**config.mk**
```make
export PLATFORM = sky130hd
export DESIGN_NAME = fetch_ctrl_flat
export DESIGN_NICKNAME = d
export VERILOG_FILES = /design/src/rtl/fetch_ctrl_if.sv /design/src/rtl/fetch_ctrl.sv /design/src/flat_wrapper.sv
export SDC_FILE = /design/constraint.sdc
export NUM_CORES = 1
export LEC_CHECK = 0
export ABC_AREA = 1
export CAP_MARGIN = 20
export CORE_ASPECT_RATIO = 1.5
export CORE_MARGIN = 3
export CORE_UTILIZATION = 46
export DETAILED_ROUTE_END_ITERATION = 16
export GPL_TIMING_DRIVEN = 0
export PLACE_DENSITY = 0.83
export SLEW_MARGIN = 5
export SYNTH_ARGS = -nofsm -noshare
export SYNTH_HDL_FRONTEND = slang
export SYNTH_SLANG_ARGS = --single-unit
```
**constraint.sdc**
```tcl
create_clock -name clk -period 4.2 [get_ports clk]
set_input_delay 0.84 -clock clk [delete_from_list [all_inputs] [get_ports clk]]
set_output_delay 0.84 -clock clk [all_outputs]
set_load 0.005 [all_outputs]
```
**src/rtl/fetch_ctrl_if.sv**
```systemverilog
// ---------------------------------------------------------------------------
// fetch_ctrl_if : instruction-memory and decoder-side signals of fetch_ctrl.
//   addr_instr  fetch address to instr_mem (mirrors pc)
//   mem_en      fetch enable to instr_mem
//   opcode_in   combinational opcode returned by instr_mem
//   instr       registered instruction to the decoder
//   instr_valid instr holds an unconsumed instruction
//   instr_ready decoder accepts instr this cycle
//   jump_valid  single-cycle redirect request from execute
//   jump_addr   redirect target
// master = fetch_ctrl side, slave = memory/decoder/execute side.
// ---------------------------------------------------------------------------
interface fetch_ctrl_if #(
    parameter int unsigned BUS_WIDTH    = 8,
    parameter int unsigned OPCODE_WIDTH = 8
);
    logic [BUS_WIDTH-1:0]    addr_instr;
    logic                    mem_en;
    logic [OPCODE_WIDTH-1:0] opcode_in;
    logic [OPCODE_WIDTH-1:0] instr;
    logic                    instr_valid;
    logic                    instr_ready;
    logic                    jump_valid;
    logic [BUS_WIDTH-1:0]    jump_addr;

    modport master (
        output addr_instr, mem_en, instr, instr_valid,
        input  opcode_in, instr_ready, jump_valid, jump_addr
    );

    modport slave (
        input  addr_instr, mem_en, instr, instr_valid,
        output opcode_in, instr_ready, jump_valid, jump_addr
    );
endinterface

```
**src/rtl/fetch_ctrl.sv**
```systemverilog
// ---------------------------------------------------------------------------
// fetch_ctrl : instruction fetch sequencer.
// Owns the PC, drives instr_mem address/enable, captures the returned opcode
// into an instruction register and offers it to the decoder over valid/ready.
// Redirects from execute flush the held instruction and reload the PC.
//
// Ports:
//   clk       system clock, rising edge
//   nrst      asynchronous active-low reset
//   run       level, enables fetching
//   pc        address of the next fetch
//   halted    stopped on a halt instruction (0 unless FETCH_HALT_EN)
//   bus       fetch_ctrl_if.master (memory, decoder and redirect signals)
//
// Build option:
//   FETCH_HALT_EN  when defined, a transferred HALT_OPCODE stops the unit
//                  until reset; otherwise HALT_OPCODE is an ordinary opcode.
// ---------------------------------------------------------------------------
module fetch_ctrl #(
    parameter int unsigned                 BUS_WIDTH    = 8,
    parameter int unsigned                 OPCODE_WIDTH = 8,
    parameter logic [BUS_WIDTH-1:0]        RESET_PC     = '0,
    parameter logic [OPCODE_WIDTH-1:0]     HALT_OPCODE  = OPCODE_WIDTH'(8'hFF)
) (
    input  logic                 clk,
    input  logic                 nrst,
    input  logic                 run,
    output logic [BUS_WIDTH-1:0] pc,
    output logic                 halted,
    fetch_ctrl_if.master         bus
);

`ifdef FETCH_HALT_EN
    localparam bit HaltEn = 1'b1;
`else
    localparam bit HaltEn = 1'b0;
`endif

    typedef enum logic [1:0] {
        IDLE  = 2'd0,
        FETCH = 2'd1,
        VALID = 2'd2,
        HALT  = 2'd3
    } state_t;

    state_t                  state_q, state_d;
    logic [BUS_WIDTH-1:0]    pc_q, pc_d;
    logic [OPCODE_WIDTH-1:0] instr_q, instr_d;
    logic                    mem_en_c;
    logic                    transfer_c;
    logic                    halt_hold_c;

    // A held halt opcode blocks further fetching until it is consumed.
    assign transfer_c  = (state_q == VALID) && bus.instr_ready;
    assign halt_hold_c = HaltEn && (state_q == VALID) && (instr_q == HALT_OPCODE);

    // State and datapath registers.
    always_ff @(posedge clk or negedge nrst) begin
        if (!nrst) begin
            state_q <= IDLE;
            pc_q    <= RESET_PC;
            instr_q <= '0;
        end else begin
            state_q <= state_d;
            pc_q    <= pc_d;
            instr_q <= instr_d;
        end
    end

    // Next-state, datapath update and memory enable.
    always_comb begin
        state_d  = state_q;
        pc_d     = pc_q;
        instr_d  = instr_q;
        mem_en_c = 1'b0;

        unique case (state_q)
            IDLE: begin
                if (bus.jump_valid) begin
                    pc_d = bus.jump_addr;
                end else if (run) begin
                    state_d = FETCH;
                end
            end

            FETCH: begin
                mem_en_c = 1'b1;
                if (bus.jump_valid) begin
                    pc_d    = bus.jump_addr;
                    state_d = run ? FETCH : IDLE;
                end else if (!run) begin
                    state_d = IDLE;
                end else begin
                    instr_d = bus.opcode_in;
                    pc_d    = pc_q + BUS_WIDTH'(1);
                    state_d = VALID;
                end
            end

            VALID: begin
                mem_en_c = bus.instr_ready && run && !halt_hold_c;
                // A redirect wins over capture; a concurrent transfer is still consumed.
                if (bus.jump_valid) begin
                    pc_d    = bus.jump_addr;
                    state_d = run ? FETCH : IDLE;
                end else if (transfer_c) begin
                    if (halt_hold_c) begin
                        state_d = HALT;
                    end else if (run) begin
                        instr_d = bus.opcode_in;
                        pc_d    = pc_q + BUS_WIDTH'(1);
                    end else begin
                        state_d = IDLE;
                    end
                end
            end

            HALT: begin
                // Terminal until reset; redirects are ignored.
            end
        endcase
    end

    assign bus.addr_instr  = pc_q;
    assign bus.mem_en      = mem_en_c;
    assign bus.instr       = instr_q;
    assign bus.instr_valid = (state_q == VALID);
    assign pc              = pc_q;

`ifdef FETCH_HALT_EN
    assign halted = (state_q == HALT);
`else
    assign halted = 1'b0;
`endif

endmodule

```
**src/flat_wrapper.sv**
```systemverilog
// flat-port wrapper written by rule: the top's interface ports become plain ports
module fetch_ctrl_flat 
#(
    parameter int unsigned                 BUS_WIDTH    = 8,
    parameter int unsigned                 OPCODE_WIDTH = 8,
    parameter logic [BUS_WIDTH-1:0]        RESET_PC     = '0,
    parameter logic [OPCODE_WIDTH-1:0]     HALT_OPCODE  = OPCODE_WIDTH'(8'hFF)
)
  (clk, nrst, run, pc, halted, bus_addr_instr, bus_mem_en, bus_instr, bus_instr_valid, bus_opcode_in, bus_instr_ready, bus_jump_valid, bus_jump_addr);
  fetch_ctrl_if #(.BUS_WIDTH(BUS_WIDTH), .OPCODE_WIDTH(OPCODE_WIDTH)) bus_i ();
  input  logic clk;
  input  logic nrst;
  input  logic run;
  output logic [BUS_WIDTH-1:0] pc;
  output logic halted;
  output wire logic [$bits(bus_i.addr_instr)-1:0] bus_addr_instr;
  output wire logic [$bits(bus_i.mem_en)-1:0] bus_mem_en;
  output wire logic [$bits(bus_i.instr)-1:0] bus_instr;
  output wire logic [$bits(bus_i.instr_valid)-1:0] bus_instr_valid;
  input wire logic [$bits(bus_i.opcode_in)-1:0] bus_opcode_in;
  input wire logic [$bits(bus_i.instr_ready)-1:0] bus_instr_ready;
  input wire logic [$bits(bus_i.jump_valid)-1:0] bus_jump_valid;
  input wire logic [$bits(bus_i.jump_addr)-1:0] bus_jump_addr;
  assign bus_addr_instr = bus_i.addr_instr;
  assign bus_mem_en = bus_i.mem_en;
  assign bus_instr = bus_i.instr;
  assign bus_instr_valid = bus_i.instr_valid;
  assign bus_i.opcode_in = bus_opcode_in;
  assign bus_i.instr_ready = bus_instr_ready;
  assign bus_i.jump_valid = bus_jump_valid;
  assign bus_i.jump_addr = bus_jump_addr;
  fetch_ctrl #(.BUS_WIDTH(BUS_WIDTH), .OPCODE_WIDTH(OPCODE_WIDTH), .RESET_PC(RESET_PC), .HALT_OPCODE(HALT_OPCODE)) u_core (.clk(clk), .nrst(nrst), .run(run), .pc(pc), .halted(halted), .bus(bus_i));
endmodule
```
==> flow_summary_export.csv <==
group,metric,value,unit
run_status,status,"completed",
sta,timing.final.crit_share,0.729,
placed_design,gp_congestion,0.855,
power_and_ir_drop,leakage,0.829,nW
clocking,htreeDepth,1,
setup_path,path_class,"primary input to output pin",
floorplanning,die_area,0.00325,mm2
sta,period_needed,3.06,ns
sta,finalHoldViolCount,0,
grt,antenna_found_initial,0,
synthesis,synth_enable_flop_cells,0,
setup_path,critPathLaunch,"run",
clocking,cts-buffers-inserted,3,
final_layout,finish.utilization,0.696,
setup_path,path_max_fanout,6,
clocking,cts.sinks,18,
clocking,clkLatencyLatePin,0.29,ns
setup_path,crit_top_cell,"clkdlybuf4s50_1",
setup_path,r2r_cells,9,
final_layout,num_antenna_cells,0,
synthesis,synthTopCellsByArea,"dfrtp_1, nand2_1, nand3_1",
setup_path,end_kind,"output pin",
job,drv_cap,0,
setup_path,crit_arrival,2.22,ns
grt,grt_usage,0.194,
drt,num_vias,1194,
floorplanning,start_util,0.486,
grt,grt_pass1_wl,4620,um
grt,grt_max_degree,19,
synthesis,yosysTopAreaCellShare,0.378,
drt,via_per_inst,5.06,
floorplanning,die_y,68.3,um
clocking,cts_root_buffer,"clkbuf_4",
synthesis,ys.warnings.count,0,
floorplanning,core_area,0.00245,mm2
clocking,cts.repair.resized,0,
sta,fin_worst_skew,0.00237,ns
synthesis,synth.cell_area,0.00119,mm2
sta,rsz0062_at_grt,"false",
setup_path,start_kind,"primary input",
drt,ant_nets,0,
final_layout,drive_gt1_frac,0.118,
placed_design,port_buffers,46,
floorplanning,ios,48,
final_layout,syn_to_final_growth,43.1,%
hold_path,hold_path_class,"flop to flop",
sta,tns,0,ns
setup_path,crit_required,3.36,ns
clocking,cts_tree,"yes",
clocking,clock_path_buffers,2,
setup_path,crit_path_max_incr_delay,0.58,ns
synthesis,ys_types,25,
setup_path,critPathSlowestCell,"clkdlybuf4s50_1",
grt,grt-ovfl-total,0,
clocking,post-cts-setup-buffers,0,
clocking,hold_buffers,0,
floorplanning,rows,22,
sta,worst_pin_slew,0.843,ns
synthesis,synth_cells,163,
drt,wl_per_cell,11.9,um
final_layout,multiInputGateArea,607,um2
final_layout,nFillCells,199,
final_layout,seq_area,450,um2
placed_design,dp.cells,233,
power_and_ir_drop,cellPowerDensity,686,mW/mm2
sta,fmax,0.327,GHz
drt,remaining_drc_errors,0,
final_layout,nNetsFinal,241,
setup_path,crit_chain,"clkdlybuf4s50_1 -> nand2_1 -> nor2_1 -> o21a_1 -> clkdlybuf4s50_1",
setup_path,ff2ff_setup_slack,2.54,ns
synthesis,synth-seq-cells,18,
sta,final_max_slew_viol_count,0,
sta,setup_viol_count_final,0,
synthesis,ys.flop_type,"dfrtp_1",
clocking,cts.clk_slew.worst_paths,0.10,ns
synthesis,syn_avg_cell_area,7.31,um2
placed_design,hpwl,2280,um
final_layout,final_cells,236,
floorplanning,die_x,47.6,um
setup_path,crit_end,"bus_mem_en",
synthesis,async_flop_share,1.00,
drt,wirelength,2820,um
synthesis,syn-num-nets,190,
grt,grt_pass1_vias,1099,
synthesis,yosysTopAreaCell,"dfrtp_1",
power_and_ir_drop,finalPower,1.17,mW
synthesis,yosysSeqAreaShare,0.378,
sta,relSlewSlack,0.436,
synthesis,yosysMostFrequentCell,"nand2_1",
synthesis,ys_top_cells_by_count,"nand2_1, nand3_1, dfrtp_1, inv_1, nor2_1",
drt,drtPass1Iterations,4,
setup_path,reg2reg_from,"u_core.state_q[0]",
power_and_ir_drop,irDropWorstVdd,0.382,mV
drt,drt_iter0_markers,25,
setup_path,worstReg2RegEnd,"u_core.bus.addr_instr[7]",
==> sequential cells by signal (all words and copies together), names as in the netlist <==
register / cells
u_core.state_q: 2
u_core.bus.addr_instr: 8
u_core.bus.instr: 8
==> cells in the final DEF, fill, tap and decap left out, drive strengths merged <==
cell type      instances
nand2                 61
nor3                   3
nand3                 21
o21a                   1
inv                   14
dfrtp                 18
xnor2                  1
conb                   1
buf                   10
or2                    2
o21ai                  9
clkdlybuf4s50         46
clkbuf                 3
ha                     6
a21oi                  2
nor2                  12
nand4                  2
==> worst max-delay path, delay by kind of cell <==
kind                   cells  cell delay, ns
AO/OA/AOI/OAI              1            0.11
buffers and inverters      2            1.08
AND/OR/NAND/NOR            2            0.19
==> layout make-up <==
cell class / count / area share
multi-input cells: 121 / 0.356
repair buffers: 46 / 0.270
flip-flops and latches: 18 / 0.264
plain buffers: 10 / 0.0463
inverters: 14 / 0.0323
well taps: 24 / 0.0176
clock buffers: 3 / 0.0132
==> through the flow <==
step           hold WS [ns]  instance area [um2]  setup slack, ns
2_1_floorplan         0.465                 1190             2.19
3_3_place_gp          0.455                 1680             1.16
3_5_place_dp          0.459                 1680             1.14
4_1_cts               0.483                 1700             1.13
5_1_grt               0.506                 1700             1.04
6_report              0.477                 1700             1.14
==> report_power, final <==
group | internal (mW) | switching [mW]
combinational | 0.406 | 0.323
clock | 0.0333 | 0.0535
sequential | 0.258 | 0.0947
total | 0.697 | 0.471
==> routing by layer <==
metal	wire length, um	vias to the layer above	global-route usage
li1	-	606	-
met1	1080	545	0.206
met2	1520	41	0.371
met5	0	-	0
met4	10	0	0.0404
met3	215	2	0.0421
==> how the worst min path moves through the flow <==
stage,from,end,depth (start not counted)
after floorplan,u_core.bus.instr[0],u_core.bus.instr[0],2
after global placement,u_core.bus.instr[4],u_core.bus.instr[4],2
after detailed placement,u_core.bus.instr[3],u_core.bus.instr[3],2
after CTS,u_core.bus.instr[4],u_core.bus.instr[4],2
after global routing,u_core.bus.instr[5],u_core.bus.instr[5],2
final,u_core.bus.instr[3],u_core.bus.instr[3],2
==> cells by family (layout without fill, tap and decap cells) <==
group                      after synthesis  in the layout  share of synthesized area
buffers and inverters                   24             73                      0.112
other                                    1              1                    0.00315
and+or+nand+nor                        101            101                      0.371
AOI/OAI and AO/OA                       12             12                     0.0651
xor gates and xnor gates                 1              1                    0.00735
adders and majority gates                6              6                     0.0630
DFF                                     18             18                      0.378
No activity file was read; power rests on OpenSTA's default activity.
